File: config.mk
export PLATFORM = sky130hd
export DESIGN_NAME = signal_field_parser
export DESIGN_NICKNAME = d
export VERILOG_FILES = /design/src/rtl/signal_pkg.sv /design/src/rtl/sig_divider.sv /design/src/rtl/signal_field_parser.sv
export SDC_FILE = /design/constraint.sdc
export NUM_CORES = 1
export LEC_CHECK = 0
export CAP_MARGIN = 20
export CORE_ASPECT_RATIO = 0.7
export CORE_UTILIZATION = 62
export CTS_CLUSTER_DIAMETER = 120
export DETAILED_ROUTE_END_ITERATION = 7
export MAX_ROUTING_LAYER = met4
export PLACE_DENSITY = 0.85
export SLEW_MARGIN = 20
export SYNTH_ARGS = -nofsm -noshare
export SYNTH_HDL_FRONTEND = slang
export SYNTH_SLANG_ARGS = --single-unit
File: constraint.sdc
create_clock -name clk_In -period 5.61 [get_ports clk_In]
set_input_delay 0.561 -clock clk_In [delete_from_list [all_inputs] [get_ports clk_In]]
set_output_delay 0.561 -clock clk_In [all_outputs]
set_load 0.05 [all_outputs]
File: src/rtl/signal_pkg.sv
`default_nettype none
// ============================================================================
// Module   : signal_pkg
// Purpose  : Shared constants, rate table and FSM state type for the SIGNAL
//            field parser (RATE codes, N_DBPS values, field bit counts).
// Ports    : n/a (package)
// Revision : 1.0 - initial release
// ============================================================================
package signal_pkg;

  localparam int SIG_BITS     = 24;
  localparam int SERVICE_BITS = 16;
  localparam int TAIL_BITS    = 6;

  // RATE codes as received (bit 0 = first received bit R1)
  localparam logic [3:0] RATE_6  = 4'hB;
  localparam logic [3:0] RATE_9  = 4'hF;
  localparam logic [3:0] RATE_12 = 4'hA;
  localparam logic [3:0] RATE_18 = 4'hE;
  localparam logic [3:0] RATE_24 = 4'h9;
  localparam logic [3:0] RATE_36 = 4'hD;
  localparam logic [3:0] RATE_48 = 4'h8;
  localparam logic [3:0] RATE_54 = 4'hC;

  localparam logic [7:0] NDBPS_6  = 8'd24;
  localparam logic [7:0] NDBPS_9  = 8'd36;
  localparam logic [7:0] NDBPS_12 = 8'd48;
  localparam logic [7:0] NDBPS_18 = 8'd72;
  localparam logic [7:0] NDBPS_24 = 8'd96;
  localparam logic [7:0] NDBPS_36 = 8'd144;
  localparam logic [7:0] NDBPS_48 = 8'd192;
  localparam logic [7:0] NDBPS_54 = 8'd216;

  typedef enum logic [2:0] {
    S_IDLE    = 3'd0,
    S_COLLECT = 3'd1,
    S_CHECK   = 3'd2,
    S_DIV     = 3'd3,
    S_DONE    = 3'd4
  } state_t;

  // Zero marks an illegal RATE code.
  function automatic logic [7:0] rate_to_ndbps(input logic [3:0] rate);
    case (rate)
      RATE_6:  return NDBPS_6;
      RATE_9:  return NDBPS_9;
      RATE_12: return NDBPS_12;
      RATE_18: return NDBPS_18;
      RATE_24: return NDBPS_24;
      RATE_36: return NDBPS_36;
      RATE_48: return NDBPS_48;
      RATE_54: return NDBPS_54;
      default: return 8'd0;
    endcase
  endfunction

endpackage
`default_nettype wire

File: src/rtl/sig_divider.sv
`default_nettype none
// ============================================================================
// Module   : sig_divider
// Purpose  : 16-bit / 8-bit restoring divider, one quotient bit per cycle,
//            fixed 16-cycle latency after i_start.
// Ports    : i_clk, i_rst_n     clock, async active-low reset
//            i_start            load operands and begin (1-cycle pulse)
//            i_num[15:0]        numerator
//            i_den[7:0]         divisor (nonzero)
//            o_quot[15:0]       quotient (valid after the o_last cycle)
//            o_rem[7:0]         remainder (valid after the o_last cycle)
//            o_last             high during the final iteration cycle
// Revision : 1.0 - initial release
// ============================================================================
module sig_divider (
  input  logic        i_clk,
  input  logic        i_rst_n,
  input  logic        i_start,
  input  logic [15:0] i_num,
  input  logic [7:0]  i_den,
  output logic [15:0] o_quot,
  output logic [7:0]  o_rem,
  output logic        o_last
);

  logic        r_busy;
  logic [3:0]  r_cnt;
  logic [15:0] r_q;     // numerator shifts out the top, quotient shifts in
  logic [7:0]  r_rem;
  logic [7:0]  r_den;

  logic [8:0]  w_trial;
  logic [8:0]  w_diff;
  logic        w_ge;

  // Remainder is always below the divisor (< 256), so the trial fits 9 bits.
  assign w_trial = {r_rem, r_q[15]};
  assign w_diff  = w_trial - {1'b0, r_den};
  assign w_ge    = (w_trial >= {1'b0, r_den});

  always_ff @(posedge i_clk or negedge i_rst_n) begin
    if (!i_rst_n) begin
      r_busy <= 1'b0;
      r_cnt  <= 4'd0;
      r_q    <= 16'd0;
      r_rem  <= 8'd0;
      r_den  <= 8'd0;
    end else if (i_start) begin
      r_busy <= 1'b1;
      r_cnt  <= 4'd0;
      r_q    <= i_num;
      r_rem  <= 8'd0;
      r_den  <= i_den;
    end else if (r_busy) begin
      r_q   <= {r_q[14:0], w_ge};
      r_rem <= 8'(w_ge ? w_diff : w_trial);
      r_cnt <= r_cnt + 4'd1;
      if (r_cnt == 4'd15) begin
        r_busy <= 1'b0;
      end
    end
  end

  assign o_quot = r_q;
  assign o_rem  = r_rem;
  assign o_last = r_busy && (r_cnt == 4'd15);

endmodule
`default_nettype wire

File: src/rtl/signal_field_parser.sv
`default_nettype none
// ============================================================================
// Module   : signal_field_parser
// Purpose  : Collects the 24 decoded SIGNAL bits of an OFDM frame, checks
//            RATE / reserved / parity / tail, derives N_DBPS and computes
//            N_SYM = ceil((22 + 8*LEN) / N_DBPS). Results hold until the
//            next frame_start.
// Ports    : clk_In, rst_n_In   clock, async active-low reset
//            frame_start        restart collection (any state)
//            din, din_vld       decoded SIGNAL bit stream, R1 first
//            busy               frame in progress
//            sig_done           1-cycle pulse, results valid from here
//            sig_ok             no error flag set
//            sig_rate/len       captured RATE and LENGTH fields
//            sig_ndbps/nsym     data bits per symbol, symbol count
//            err_rate/parity/tail/rsvd  individual check results
// Revision : 1.0 - initial release
// ============================================================================
module signal_field_parser #(
  parameter int SIG_BITS = 24,
  parameter int LEN_W    = 12,
  parameter int NSYM_W   = 12
) (
  input  logic              clk_In,
  input  logic              rst_n_In,
  input  logic              frame_start,
  input  logic              din,
  input  logic              din_vld,
  output logic              busy,
  output logic              sig_done,
  output logic              sig_ok,
  output logic [3:0]        sig_rate,
  output logic [LEN_W-1:0]  sig_len,
  output logic [7:0]        sig_ndbps,
  output logic [NSYM_W-1:0] sig_nsym,
  output logic              err_rate,
  output logic              err_parity,
  output logic              err_tail,
  output logic              err_rsvd
);

  import signal_pkg::*;

  state_t              r_state;
  state_t              w_next;
  logic [SIG_BITS-1:0] r_bits;
  logic [4:0]          r_cnt;

  logic                r_sig_done;
  logic                r_sig_ok;
  logic [3:0]          r_sig_rate;
  logic [LEN_W-1:0]    r_sig_len;
  logic [7:0]          r_sig_ndbps;
  logic [NSYM_W-1:0]   r_sig_nsym;
  logic                r_err_rate;
  logic                r_err_parity;
  logic                r_err_tail;
  logic                r_err_rsvd;

  logic [3:0]          w_rate;
  logic [LEN_W-1:0]    w_len;
  logic [7:0]          w_ndbps;
  logic                w_err_rate;
  logic                w_err_parity;
  logic                w_err_tail;
  logic                w_err_rsvd;
  logic                w_any_err;
  logic [15:0]         w_num;
  logic                w_div_start;
  logic                w_div_last;
  logic [15:0]         w_quot;
  logic [7:0]          w_rem;

  // Field decode works straight off the capture register; it is stable
  // from CHECK through DONE because no capture happens outside COLLECT.
  assign w_rate       = r_bits[3:0];
  assign w_len        = r_bits[5 +: LEN_W];
  assign w_ndbps      = rate_to_ndbps(w_rate);
  assign w_err_rate   = (w_ndbps == 8'd0);
  assign w_err_parity = ^r_bits[17:0];
  assign w_err_tail   = |r_bits[SIG_BITS-1:18];
  assign w_err_rsvd   = r_bits[4];
  assign w_any_err    = w_err_rate | w_err_parity | w_err_tail | w_err_rsvd;

  // Service + tail bits plus 8 bits per LENGTH octet; max 32782 fits 16 bits.
  assign w_num       = 16'(SERVICE_BITS + TAIL_BITS) + (16'(w_len) << 3);
  assign w_div_start = (r_state == S_CHECK) && !w_any_err;

  sig_divider u_div (
    .i_clk   (clk_In),
    .i_rst_n (rst_n_In),
    .i_start (w_div_start),
    .i_num   (w_num),
    .i_den   (w_ndbps),
    .o_quot  (w_quot),
    .o_rem   (w_rem),
    .o_last  (w_div_last)
  );

  always_ff @(posedge clk_In or negedge rst_n_In) begin
    if (!rst_n_In) begin
      r_state <= S_IDLE;
    end else begin
      r_state <= w_next;
    end
  end

  always_comb begin
    w_next = r_state;
    if (frame_start) begin
      w_next = S_COLLECT;
    end else begin
      case (r_state)
        S_IDLE:    w_next = S_IDLE;
        S_COLLECT: if (din_vld && (r_cnt == 5'(SIG_BITS - 1))) w_next = S_CHECK;
        S_CHECK:   w_next = w_any_err ? S_DONE : S_DIV;
        S_DIV:     if (w_div_last) w_next = S_DONE;
        S_DONE:    w_next = S_IDLE;
        default:   w_next = S_IDLE;
      endcase
    end
  end

  // Results register on the edge that leaves DONE, so sig_done appears
  // together with busy dropping and the results it qualifies.
  always_ff @(posedge clk_In or negedge rst_n_In) begin
    if (!rst_n_In) begin
      r_bits       <= '0;
      r_cnt        <= 5'd0;
      r_sig_done   <= 1'b0;
      r_sig_ok     <= 1'b0;
      r_sig_rate   <= 4'd0;
      r_sig_len    <= '0;
      r_sig_ndbps  <= 8'd0;
      r_sig_nsym   <= '0;
      r_err_rate   <= 1'b0;
      r_err_parity <= 1'b0;
      r_err_tail   <= 1'b0;
      r_err_rsvd   <= 1'b0;
    end else begin
      r_sig_done <= 1'b0;
      if (frame_start) begin
        // A bit qualified in the frame_start cycle is bit 0 of the new frame.
        r_bits       <= {{(SIG_BITS-1){1'b0}}, din_vld & din};
        r_cnt        <= din_vld ? 5'd1 : 5'd0;
        r_sig_ok     <= 1'b0;
        r_sig_rate   <= 4'd0;
        r_sig_len    <= '0;
        r_sig_ndbps  <= 8'd0;
        r_sig_nsym   <= '0;
        r_err_rate   <= 1'b0;
        r_err_parity <= 1'b0;
        r_err_tail   <= 1'b0;
        r_err_rsvd   <= 1'b0;
      end else if ((r_state == S_COLLECT) && din_vld) begin
        r_bits[r_cnt] <= din;
        r_cnt         <= r_cnt + 5'd1;
      end else if (r_state == S_DONE) begin
        r_sig_done   <= 1'b1;
        r_sig_ok     <= !w_any_err;
        r_sig_rate   <= w_rate;
        r_sig_len    <= w_len;
        r_sig_ndbps  <= w_ndbps;
        r_sig_nsym   <= w_any_err ? '0 : NSYM_W'(w_quot + {15'd0, (w_rem != 8'd0)});
        r_err_rate   <= w_err_rate;
        r_err_parity <= w_err_parity;
        r_err_tail   <= w_err_tail;
        r_err_rsvd   <= w_err_rsvd;
      end
    end
  end

  assign busy       = (r_state != S_IDLE);
  assign sig_done   = r_sig_done;
  assign sig_ok     = r_sig_ok;
  assign sig_rate   = r_sig_rate;
  assign sig_len    = r_sig_len;
  assign sig_ndbps  = r_sig_ndbps;
  assign sig_nsym   = r_sig_nsym;
  assign err_rate   = r_err_rate;
  assign err_parity = r_err_parity;
  assign err_tail   = r_err_tail;
  assign err_rsvd   = r_err_rsvd;

endmodule
`default_nettype wire
==> flow_metrics.env <==
export IMPL_post_drt_wl_per_cell_um=18.0
export IMPL_stdcell_count=699
export IMPL_dp_cells=684
export IMPL_r2r_start="r_bits[1]"
export IMPL_path_depth=8
export IMPL_crit_start="r_bits[1]"
export IMPL_power_density_nw_per_um2=243
export IMPL_cp_top_family="XOR/XNOR gates"
export IMPL_synth_cell_types=49
export IMPL_numPortBuffers=45
export IMPL_whs_ns=0.196
export IMPL_setup_tns_ns=0
export IMPL_synthToLayoutAreaGrowth_pct=14.5
export IMPL_switchingPower_mw=0.326
export IMPL_layout_drive_gt1_share=0.0639
export IMPL_pwr_share_clk=0.439
export IMPL_slowest_stage="or3_2"
export IMPL_crit_required_ns=5.87
export IMPL_synthFlopType="dfrtp_1"
export IMPL_gp_congestion=0.893
export IMPL_wl_um=12600
export IMPL_path_max_fanout=35
export IMPL_start_util=0.642
export IMPL_grt_util_all_layers=0.304
export IMPL_r2r_end="u_div.o_quot[10]"
export IMPL_crit_path_end="u_div.o_quot[10]"
export IMPL_drt_pass1_iter_count=7
export IMPL_cts_buffers_inserted=9
export IMPL_synth_fa_ha_area_frac=0.0495
export IMPL_cts_root_buffer="clkbuf_16"
export IMPL_dp_slack_ns=2.54
export IMPL_p_seq_frac=0.514
export IMPL_critPathLaunchType="flop"
export IMPL_fin_crit_sh=0.547
export IMPL_syn_area_um2=5460
export IMPL_core_um2=8510
export IMPL_avgSynthCellArea_um2=9.97
export IMPL_nFillCells=611
export IMPL_h_tree_depth=3
export IMPL_worst_setup_path_type="reg -> reg"
export IMPL_cts_tree="done"
export IMPL_hp_class="in -> async"
export IMPL_muxShareOfSynthArea=0.0792
export IMPL_fin_skew_ns=0.00963
export IMPL_cts_max_path_buffers=2
export IMPL_seqCellArea_um2=2680
export IMPL_hpwl_um=8620
export IMPL_antenna_left=0
export IMPL_syn_instance_count=548
export IMPL_die_w_um=114
export IMPL_p_int_mw=1.20
export IMPL_setup_viol=0
export IMPL_critical_path_most_common_cell="xnor2_1"
export IMPL_pwr_share_comb=0.048
export IMPL_critPathBufInv=1
export IMPL_worstPathArrival_ns=3.33
export IMPL_antenna_found_initial=0
export IMPL_die_area_um2=9200
export IMPL_hold_viol_final=0
export IMPL_antenna_cells=0
export IMPL_first_global_vias=3945
export IMPL_gr_total_overflow=0
export IMPL_via_per_inst=6.03
export IMPL_slowest_delay_ns=0.81
export IMPL_synthSimpleGateAreaFrac=0.159
export IMPL_synthArstFlopShare=1.00
export IMPL_postCtsSetupBuffers=0
export IMPL_nets=601
export IMPL_grt_pass1_wl_um=20500
export IMPL_worst_pin_slew_ns=0.911
export IMPL_cap_violations=0
export IMPL_drtIter0Drc=260
export IMPL_drc=0
export IMPL_cts_repair_resized=0
export IMPL_ir_drop_uv=172
export IMPL_total_leakage_power_nw=2.90
export IMPL_cts_sinks=107
export IMPL_rows=28
export IMPL_fmax_ghz=0.326
export IMPL_critical_path_endpoint_type="flop"
export IMPL_synth_warnings=0
export IMPL_synth_top_family_by_area="simple AND/OR/NAND/NOR gates"
export IMPL_fin_util=0.735
export IMPL_rsz0062_at_grt="no"
export IMPL_die_y_um=80.5
export IMPL_ys_seq_area_frac=0.490
export IMPL_sw_frac_of_total=0.214
export IMPL_vias=4214
export IMPL_outcome="complete, no violations"
export IMPL_postCtsHoldBufs=0
export IMPL_synth_xor_area_frac=0.0650
export IMPL_path_clk_slew_ns=0.07
export IMPL_synth_seq_cells=107
export IMPL_ff2ff_path_depth=8
export IMPL_multi_input_area_um2=2550
export IMPL_synth_compound_area_frac=0.111
export IMPL_fin_ws_ns=2.54
export IMPL_ios=48
export IMPL_period_minus_slack_ns=3.07
export IMPL_slew_violations=0
export IMPL_max_slew_margin=0.385
export IMPL_clk_latency_ns=0.35
export IMPL_rrSetupSlack_ns=2.54
export IMPL_grt_max_degree=67
export IMPL_synth_edf_count=0
export IMPL_path_cells="inv_1 -> ha_1 -> xnor2_1 -> xnor2_1 -> xnor3_1 -> or3_2 -> o211a_1 -> a21oi_1"
==> synthesized netlist by cell type, types with 5 or more instances <==
master	n	share of area
a211oi_1	6	0.0082
a21oi_1	18	0.016
a22o_1	17	0.027
and3_1	5	0.0057
clkbuf_1	26	0.018
dfrtp_1	107	0.49
ha_1	20	0.046
inv_1	16	0.011
mux2i_1	41	0.075
nand2_1	77	0.053
nand3_1	11	0.010
nand4_1	6	0.0069
nor2_1	58	0.040
nor3_1	6	0.0055
o21ai_0	28	0.026
o21ai_2	6	0.0096
xnor2_1	26	0.042
xor2_1	12	0.019
==> metrics by stage <==
| stage | instance area, µm² | total power [mW] |
|---|---|---|
| after floorplan | 5470 | 0.840 |
| after global placement | 5940 | 0.866 |
| after detailed placement | 5940 | 0.868 |
| after CTS | 6250 | 1.53 |
| after global routing | 6260 | 1.57 |
| final | 6260 | 1.52 |
==> cell families after synthesis <==
kind of cell | Yosys count
AOI/OAI and AO/OA | 91
DFF | 107
xor gates and xnor gates | 39
buffers and inverters | 53
other | 1
and+or+nand+nor | 193
muxes | 43
adders and majority gates | 21
==> power groups by stage <==
stage	Combinational (mW)	Clock, mW	Sequential [mW]
floorplan	0.0458	0	0.794
global placement	0.0695	0	0.796
detailed placement	0.0714	0	0.797
CTS	0.0720	0.677	0.782
global route	0.0810	0.709	0.783
finish	0.0726	0.668	0.783
==> metal layers <==
metal,share of wire,track usage,vias up,wire length (µm)
met5,0,-,-,0
met4,0.022,0.108,0,272
li1,-,-,1930,-
met2,0.45,0.441,204,5610
met1,0.45,0.419,2053,5670
met3,0.083,0.0717,27,1040
==> cells in the final DEF, fill, tap and decap left out, types with 3 or more instances in the layout <==
cell / n
xnor2_1: 26
o21a_1: 3
nor2_1: 58
ha_1: 20
o21ai_0: 28
dfrtp_1: 107
or3_1: 3
clkbuf_16: 9
a211oi_1: 6
nor3b_1: 3
mux2i_1: 41
nand4_1: 6
and3_1: 5
nor4_1: 4
nor2b_1: 4
o211ai_1: 3
o21ai_2: 6
nand3_1: 11
a21oi_1: 17
buf_4: 7
nand2_1: 77
clkdlybuf4s50_1: 44
xor2_1: 12
nor3_1: 5
and2_0: 4
or2_2: 3
inv_1: 16
a22o_1: 17
==> worst min-delay path by stage <==
stage / end / slack [ns]
final: sig_nsym[1] / 0.20
after global routing: sig_nsym[1] / 0.23
after CTS: sig_nsym[1] / 0.20
after detailed placement: sig_ok / 0.46
after global placement: err_rate / 0.46
after floorplan: err_parity / 0.27
==> cell type report <==
cell class,instances,share of cell area
clock buffers,11,0.0388
clock inverters,4,0.0120
inverters,17,0.0102
multi-input cells,389,0.408
flip-flops and latches,107,0.428
well taps,120,0.0240
repair buffers,51,0.0788
==> flip-flops by register name, summed over array words and instances, names as in the netlist, 3 cells and up <==
register	flops
r_cnt	5
sig_ndbps	6
sig_rate	4
u_div.r_cnt	4
r_state	3
u_div.r_den	6
sig_nsym	12
r_bits	24
u_div.o_quot	16
sig_len	12
u_div.o_rem	8
(Power assumes the default switching activity.)
